### config.mk
export PLATFORM = sky130hd
export DESIGN_NAME = four_bit_divider
export DESIGN_NICKNAME = d
export VERILOG_FILES = /design/src/rtl/div_pkg.sv /design/src/rtl/div_sub_stage.sv /design/src/rtl/full_adder.sv /design/src/rtl/four_bit_divider.sv
export SDC_FILE = /design/constraint.sdc
export NUM_CORES = 1
export LEC_CHECK = 0
export ABC_AREA = 1
export CAP_MARGIN = 20
export CORE_MARGIN = 1.5
export CORE_UTILIZATION = 50
export CTS_CLUSTER_SIZE = 40
export DETAILED_ROUTE_END_ITERATION = 12
export PLACE_DENSITY = 0.84
export SYNTH_ARGS = -nofsm -noshare
export SYNTH_HDL_FRONTEND = slang
export SYNTH_HIERARCHICAL = 1
export SYNTH_SLANG_ARGS = --single-unit
### constraint.sdc
create_clock -name clk -period 8.8 [get_ports clk]
set_input_delay 1.32 -clock clk [delete_from_list [all_inputs] [get_ports clk]]
set_output_delay 1.32 -clock clk [all_outputs]
set_load 0.03 [all_outputs]
### src/rtl/div_pkg.sv
// Shared definitions for the restoring divider: FSM state encoding and counter sizing.
package div_pkg;

    typedef enum logic [1:0] {
        IDLE = 2'b00,
        RUN  = 2'b01,
        DONE = 2'b10
    } div_state_t;

    localparam int DIV_WIDTH = 4;
    localparam int CNT_W     = $clog2(DIV_WIDTH + 1);

    // Step counter must hold the value WIDTH itself, hence WIDTH+1 codes.
    function automatic int cnt_width(input int w);
        return $clog2(w + 1);
    endfunction

endpackage

### src/rtl/div_sub_stage.sv
// Combinational N-bit subtractor: minuend + ~subtrahend + 1 as a ripple of full adders.
module div_sub_stage #(
    parameter int N = 5
) (
    input  logic [N-1:0] minuend,
    input  logic [N-1:0] subtrahend,
    output logic [N-1:0] diff,
    output logic         no_borrow
);

    logic [N:0] carry;

    assign carry[0] = 1'b1;

    for (genvar i = 0; i < N; i++) begin : g_bit
        full_adder u_fa (
            .a    (minuend[i]),
            .b    (~subtrahend[i]),
            .cin  (carry[i]),
            .sum  (diff[i]),
            .cout (carry[i+1])
        );
    end

    // Carry-out set means minuend >= subtrahend.
    assign no_borrow = carry[N];

endmodule

### src/rtl/full_adder.sv
// One-bit full adder, the cell the trial subtractor is chained from.
module full_adder (
    input  logic a,
    input  logic b,
    input  logic cin,
    output logic sum,
    output logic cout
);

    assign sum  = a ^ b ^ cin;
    assign cout = (a & b) | (cin & (a ^ b));

endmodule

### src/rtl/four_bit_divider.sv
// Sequential unsigned restoring divider, one shift/trial-subtract per clock.
// Optional DIV_ZERO_DETECT_EN: divisor 0 skips RUN and flags div_by_zero.
//   state | meaning
//   IDLE  | waiting for start
//   RUN   | WIDTH shift/subtract steps under the step counter
//   DONE  | results published, done pulse
module four_bit_divider
    import div_pkg::*;
#(
    parameter int WIDTH = 4
) (
    input  logic             clk,
    input  logic             reset,
    input  logic             start,
    input  logic [WIDTH-1:0] dividend,
    input  logic [WIDTH-1:0] divisor,
    output logic [WIDTH-1:0] quotient,
    output logic [WIDTH-1:0] remainder,
    output logic             busy,
    output logic             done,
    output logic             div_by_zero
);

    localparam int CW = cnt_width(WIDTH);
    localparam logic [CW-1:0] CNT_INIT = CW'(WIDTH);

    div_state_t state, state_next;

    logic [WIDTH:0]   rem_q;
    logic [WIDTH-1:0] quo_q;
    logic [WIDTH-1:0] dsr_q;
    logic [CW-1:0]    cnt;

    logic [WIDTH:0]   rem_shift;
    logic [WIDTH:0]   trial;
    logic [WIDTH:0]   rem_step;
    logic [WIDTH-1:0] quo_step;
    logic             no_borrow;
    logic             accept;
    logic             last_step;
    logic             zero_div;
    logic             unused_bits;

    // {R,Q} << 1; R's top bit is always 0 after a step, so it drops off.
    assign rem_shift = {rem_q[WIDTH-1:0], quo_q[WIDTH-1]};

    div_sub_stage #(.N(WIDTH + 1)) u_sub (
        .minuend    (rem_shift),
        .subtrahend ({1'b0, dsr_q}),
        .diff       (trial),
        .no_borrow  (no_borrow)
    );

    assign rem_step    = no_borrow ? trial : rem_shift;
    assign quo_step    = {quo_q[WIDTH-2:0], no_borrow};
    assign accept      = (state == IDLE) && start;
    assign last_step   = (state == RUN) && (cnt == CW'(1));
    assign unused_bits = rem_q[WIDTH];

`ifdef DIV_ZERO_DETECT_EN
    assign zero_div = accept && (divisor == '0);
`else
    assign zero_div = 1'b0;
`endif

    always_ff @(posedge clk) begin
        if (reset) begin
            state <= IDLE;
        end else begin
            state <= state_next;
        end
    end

    always_comb begin
        state_next = state;
        case (state)
            IDLE: begin
                if (zero_div) begin
                    state_next = DONE;
                end else if (start) begin
                    state_next = RUN;
                end
            end
            RUN: begin
                if (last_step) begin
                    state_next = DONE;
                end
            end
            DONE:    state_next = IDLE;
            default: state_next = IDLE;
        endcase
    end

    always_comb begin
        busy = (state == RUN) || (state == DONE);
        done = (state == DONE);
    end

    logic dz_q;

    always_ff @(posedge clk) begin
        if (reset) begin
            rem_q     <= '0;
            quo_q     <= '0;
            dsr_q     <= '0;
            cnt       <= '0;
            quotient  <= '0;
            remainder <= '0;
            dz_q      <= 1'b0;
        end else begin
            if (accept) begin
                quo_q <= dividend;
                dsr_q <= divisor;
                rem_q <= '0;
                cnt   <= CNT_INIT;
            end else if (state == RUN) begin
                quo_q <= quo_step;
                rem_q <= rem_step;
                cnt   <= cnt - CW'(1);
            end

            if (last_step) begin
                quotient  <= quo_step;
                remainder <= rem_step[WIDTH-1:0];
                dz_q      <= 1'b0;
            end else if (zero_div) begin
                quotient  <= '1;
                remainder <= dividend;
                dz_q      <= 1'b1;
            end
        end
    end

`ifdef DIV_ZERO_DETECT_EN
    assign div_by_zero = dz_q;
`else
    assign div_by_zero = 1'b0;
`endif

endmodule

==> results.md, run 1 <==
- Design Power: 442 µW
- DPL Wire Length: 2070 µm
- Post-synthesis cell count: 178
- Die area: 2970 µm²
- Placed cell area: around 1500 µm²
- Layout Nets: 221
- Switching share of power: 0.450
- Gpl congestion: 0.835
- Clock Tree Root: clkbuf_4
- Total number of vias: between 1000 and 1500
- GRT Total Usage: 0.205
- Hold WS: 0.478 ns
- Sum Neg Setup Slack: 0 ns
- Int Pwr: 243 µW
- Layout cells sized above 1: 0.0558
- Initial Util: 0.531
- Wire per inst: 11.4 µm
- Pins Over Slew Limit: 0
- Total of max-cap violations: 0
- Hold_buf cts: 0
- Die height: ~55 µm
- Setup CP Type: reg2out
- Reg clk slew, reported paths: 0.14 ns
- Leading area contributor after synthesis: dfxtp_1
- RSZ-0062 raised after global routing: no
- Syn Area/Cell: 7.46 µm²
- Grt ovf: 0
- Final period util: 0.353
- Routed Antenna Nets: 0
- Clock Latency Late Sink: around 0.33 ns
- # setup viols final: 0
- # IOs: 22
- H-Tree Depth: 1
- Clk_skew: 0.00720 ns
- Synthesized cell area: roughly 1300 µm²
- ANT cells: 0
- Worst Path Max Fanout: 4
- Ys Warns: 6
- Port Buffers: 20
- Core area: 2500 µm²
- Iteration-0 DRC Markers: 28
- Num CTS Buffers: 3
- Status: finished clean
- Comb power frac: 0.507
- Post-layout instance area: 1540 µm²
- Vias/cell: 4.93
- Sequential fraction of design power: 0.371
- Antenna violations before repair: 0
- Cell variety after synth: 18
- Final min period: slightly above 3 ns
- Final hold vios: 0
- P_leak: 0.672 nW
- F_max: 322 MHz
- Fillers: 235
- Num rows: 18
- Vias in the first global route: 1084
- CP arrival: ~1.8 ns
- Global-route wire length before repair: roughly 4400 µm
- Clk sinks: 25
- CTS Buffer Depth: 2
- Reg area: 500 µm²
- Worst Path Required: 7.48 ns
- Seq/Total Area, Yosys: 0.377
- DP Worst Slack: 5.74 ns
- P_sw: 199 µW
- Setup repair bufs after CTS: 0
- HP Class: reg2reg
- Resize count post-CTS: 0
- Finished Core Util: 0.617
- Setup ws final: 5.70 ns
- Post-placement cell count: 223
- Area of the multi-input gates: 648 µm²
- CTS tree: yes
- Pwr dens: 287 nW/µm²
- Largest net degree at the start of global routing: 16
- Clk network pwr share: 0.122
- Layout area overhead: 16.2%
- Type of origin of the critical path: register
- Ranking of synthesized cells by area: dfxtp_1 (38%), nand2_1 (13%), inv_1 (8.5%)
- Post-route insts no fill: 227
- FF+latch count, synth: 25
- Final wirelength: 2580 µm
- VDD IR-drop max: 237 µV
- Setup crit end kind: output pin
- Die W: 54.5 µm
- Pre-Repair DR Iteration Count: 4
- Remaining DRCs: 0
- Share of the synthesized area in the top cell type: 0.377
==> cells in the mapped netlist <==
cell / n
nor2_1: 14
conb_1: 2
nand3_4: 1
inv_2: 2
a21oi_1: 19
ha_1: 7
buf_6: 3
buf_4: 3
or2_0: 1
nand3_1: 4
dfxtp_1: 25
inv_1: 30
a21oi_2: 2
fa_1: 5
nand2_2: 1
inv_4: 1
o21ai_0: 13
nand2_1: 45
==> path summary, 6_finish.rpt <==
path / start / to / slack, ns / cells past startpoint
worst max-delay path: state[0] / busy / 5.70 / 3
worst min-delay path: cnt[1] / cnt[1] / 0.48 / 2
worst max register to register: dsr_q[0] / rem_q[2] / 5.72 / 10
worst min register to register: cnt[1] / cnt[1] / 0.48 / 2
==> cell families after synthesis <==
| kind of cell | share of synthesized area |
|---|---|
| buffers and inverters | 0.138 |
| adders and majority gates | 0.141 |
| DFF | 0.377 |
| and+or+nand+nor | 0.205 |
| other | 0.00566 |
| AOI/OAI and AO/OA | 0.134 |
==> cell type report <==
type | instances | share of cell area
timing repair buffer | 20 | 0.130
clock inverter | 1 | 0.00487
inverter | 33 | 0.0819
sequential | 25 | 0.324
clock buffer | 3 | 0.0146
tap | 30 | 0.0243
multi-input combinational | 115 | 0.420
==> flip-flops by register name, summed over array words and instances (netlist names) <==
register and cells:
rem_q 4, state 2, quotient 4, quo_q 4, dsr_q 4, remainder 4
cnt 3
==> cells in the final DEF (no fill, tap or decap), drive strengths merged <==
cell | netlist | routed
a21oi | 21 | 21
ha | 7 | 7
conb | 2 | 3
fa | 5 | 5
dfxtp | 25 | 25
nand2 | 46 | 46
clkdlybuf4s50 | 0 | 20
clkinvlp | 0 | 1
or2 | 1 | 1
nor2 | 14 | 14
clkbuf | 0 | 3
inv | 33 | 33
nand3 | 5 | 5
o21ai | 13 | 13
==> layer usage <==
metal	vias to the layer above	wire [µm]	part of all wire	track usage
li1	573	-	-	-
met1	517	1140	0.44	0.231
met2	26	1330	0.52	0.378
met3	2	93	0.036	0.0601
met4	0	15	0.0058	0.0417
met5	-	0	0	0
==> critical path: stages (launching register included) <==
cell and delay [ns]:
dfxtp_1 0.41, inv_1 0.10, ha_1 0.28, clkdlybuf4s50_1 0.67
==> power groups by stage <==
stage / Clock (mW) / Sequential (mW) / Combinational [mW]
CTS: 0.0540 / 0.164 / 0.225
global placement: 0 / 0.166 / 0.210
floorplan: 0 / 0.165 / 0.177
detailed placement: 0 / 0.167 / 0.224
finish: 0.0538 / 0.164 / 0.224
global route: 0.0587 / 0.168 / 0.255
(Power assumes the default switching activity.)
==> inputs of run 2 (changes only) <==
--- a/config.mk
+++ b/config.mk
@@ -8,10 +8,10 @@
 export ABC_AREA = 1
 export CAP_MARGIN = 20
 export CORE_MARGIN = 1.5
-export CORE_UTILIZATION = 50
+export CORE_UTILIZATION = 47
 export CTS_CLUSTER_SIZE = 40
 export DETAILED_ROUTE_END_ITERATION = 12
-export PLACE_DENSITY = 0.84
+export PLACE_DENSITY = 0.83
 export SYNTH_ARGS = -nofsm -noshare
 export SYNTH_HDL_FRONTEND = slang
 export SYNTH_HIERARCHICAL = 1
==> constraint.sdc (replaced) <==
create_clock -name clk -period 2.7 [get_ports clk]
set_input_delay 0.405 -clock clk [delete_from_list [all_inputs] [get_ports clk]]
set_output_delay 0.405 -clock clk [all_outputs]
set_load 0.03 [all_outputs]
==> results.md, run 2 (synthesis results as in run 1) <==
- Status: finished with violations
- Failing checks: setup timing
- Layout cells sized above 1: 0.159 (+0.103)
- Clock Latency Late Sink: 0.33 ns (about the same)
- Final hold vios: 0 (unchanged)
- Hold path start: quotient[0]
- Hold WS: 0.473 ns (-0.00558 ns)
- Pre-Repair DR Iteration Count: 4 (unchanged)
- # IOs: 22 (unchanged)
- Setup crit end kind: register
- # setup viols final: 5 (+5)
- Setup CP Type: reg2reg
- DRT met1 WL: 1190 µm (+4.7%)
- Final period util: 1.01
- Die W: 56.1 µm (+3.0%)
- Setup ws final: -0.0342 ns (-5.73 ns)
- Die height: 56.1 µm (+3.0%)
- WL met3: 110 µm (+18%)
- Fillers: 254 (+8.1%)
- Pwr dens: 969 nW/µm² (+240%)
- Type of origin of the critical path: register
- Total number of vias: 1116 (-0.18%)
- Num CTS Buffers: 3 (unchanged)
- Initial Util: 0.490 (-0.0412)
- R2R Setup Slk: -0.03 ns (-5.75 ns)
- P_leak: 0.698 nW (+3.8%)
- Max layer used: met4
- H-Tree Depth: 1 (unchanged)
- Reg2reg end: remainder[0]
- CTS Buffer Depth: 2 (unchanged)
- Vias in the first global route: 1086 (+0.18%)
- Clk sinks: 25 (unchanged)
- ANT cells: 0 (unchanged)
- Worst Path Required: 2.98 ns (-4.50 ns)
- Die area: 3150 µm² (+6.0%)
- Reg area: 503 µm² (+0.50%)
- RSZ-0062 raised after global routing: yes
- Core area: 2710 µm² (+8.4%)
- R2r startpoint: dsr_q[0]
- Vias/cell: 4.81 (-2.3%)
- DPL Wire Length: 1850 µm (-11%)
- Largest net degree at the start of global routing: 15 (-1)
- Grt ovf: 0 (unchanged)
- Commonest non-fill, non-tap cell in the layout: nand2_1
- Sum Neg Setup Slack: -0.101 ns (-0.101 ns)
- F_max: roughly 370 MHz
- GRT Total Usage: 0.181 (-0.0236)
- Worst Setup EP: remainder[0]
- VDD IR-drop max: 856 µV (+260%)
- Routed Antenna Nets: 0 (unchanged)
- DR WL met2: 1210 µm (-8.6%)
- Reg clk slew, reported paths: 0.15 ns (about the same)
- R2R depth: 12 (+2)
- Global-route wire length before repair: 4570 µm (+5.1%)
- Area of the multi-input gates: 683 µm² (+5.4%)
- Clk_skew: 0.00971 ns (+0.00251 ns)
- Pins Over Slew Limit: 0 (unchanged)
- HP Class: reg2reg
- Gpl congestion: 0.831 (-0.41%)
- Most frequent cells in the layout: nand2_1 (39), inv_1 (28), dfxtp_1 (23)
- CP arrival: 3.02 ns (+1.24 ns)
- Port Buffers: 20 (unchanged)
- Remaining DRCs: 0 (unchanged)
- Hold_buf cts: 0 (unchanged)
- Wire per inst: 11.0 µm (-2.9%)
- Layout area overhead: 21.5%
- Num rows: 19 (+1)
- Antenna violations before repair: 0 (unchanged)
- Layout Nets: 225 (+1.8%)
- Total of max-cap violations: 0 (unchanged)
- Worst Setup SP: dsr_q[0]
- Iteration-0 DRC Markers: 28 (unchanged)
- CTS tree: yes
- Worst Path Max Fanout: 6 (+2)
- Final min period: 2.73 ns
- Clock Tree Root: clkbuf_4
- Final wirelength: 2560 µm (-0.74%)
run 2: worst min path at each step:
| stage | endpoint | slack, ns | cells past startpoint |
|---|---|---|---|
| after global routing | quo_q[3] | 0.50 | 2 |
| after global placement | quotient[1] | 0.45 | 2 |
| after detailed placement | quotient[0] | 0.46 | 2 |
| final | quotient[0] | 0.47 | 2 |
| after floorplan | cnt[1] | 0.44 | 2 |
| after CTS | quotient[0] | 0.48 | 2 |
run 2: layout make-up:
type                       instances  area share
clock buffer                       3      0.0140
clock inverter                     1     0.00310
inverter                          33      0.0784
multi-input combinational        115       0.424
sequential                        25       0.312
tap                               31      0.0240
timing repair buffer              24       0.145
run 2: metal layers:
layer	up-vias	track usage
li1	579	-
met1	504	0.222
met2	25	0.319
met3	8	0.0488
met4	0	0.0340
met5	-	0
run 2: power by group:
group / internal [mW] / switching [mW]
sequential: 0.468 / 0.0704
clock: 0.0556 / 0.117
combinational: 0.343 / 0.509
run 2: worst max-delay path: stages, from the launching register on:
cell,delay (ns)
dfxtp_2,0.37
inv_2,0.04
fa_2,0.35
fa_2,0.35
fa_2,0.35
fa_2,0.35
fa_2,0.41
buf_6,0.16
nand2_2,0.06
nand2_2,0.06
nand2_1,0.07
nand2_1,0.05
nor2_1,0.07
run 2: timing repair:
action / in CTS / in global routing
endpoints found under the setup margin: 9 / 9
pin swaps: 1 / 2
gates resized for setup: 12 / 5
buffers inserted: 2 / 1
run 2: per-stage QoR:
stage | worst slack [ns] | instance area, µm² | instances | power (mW) | utilization
finish | -0.0342 | 1610 | 232 | 1.56 | 0.595
global route | -0.170 | 1610 | 232 | 1.71 | 0.595
CTS | -0.0227 | 1590 | 231 | 1.53 | 0.588
detailed placement | -0.170 | 1530 | 225 | 1.29 | 0.564
global placement | -0.103 | 1530 | 225 | 1.25 | 0.564
floorplan | 0.0177 | 1340 | 179 | 1.13 | -
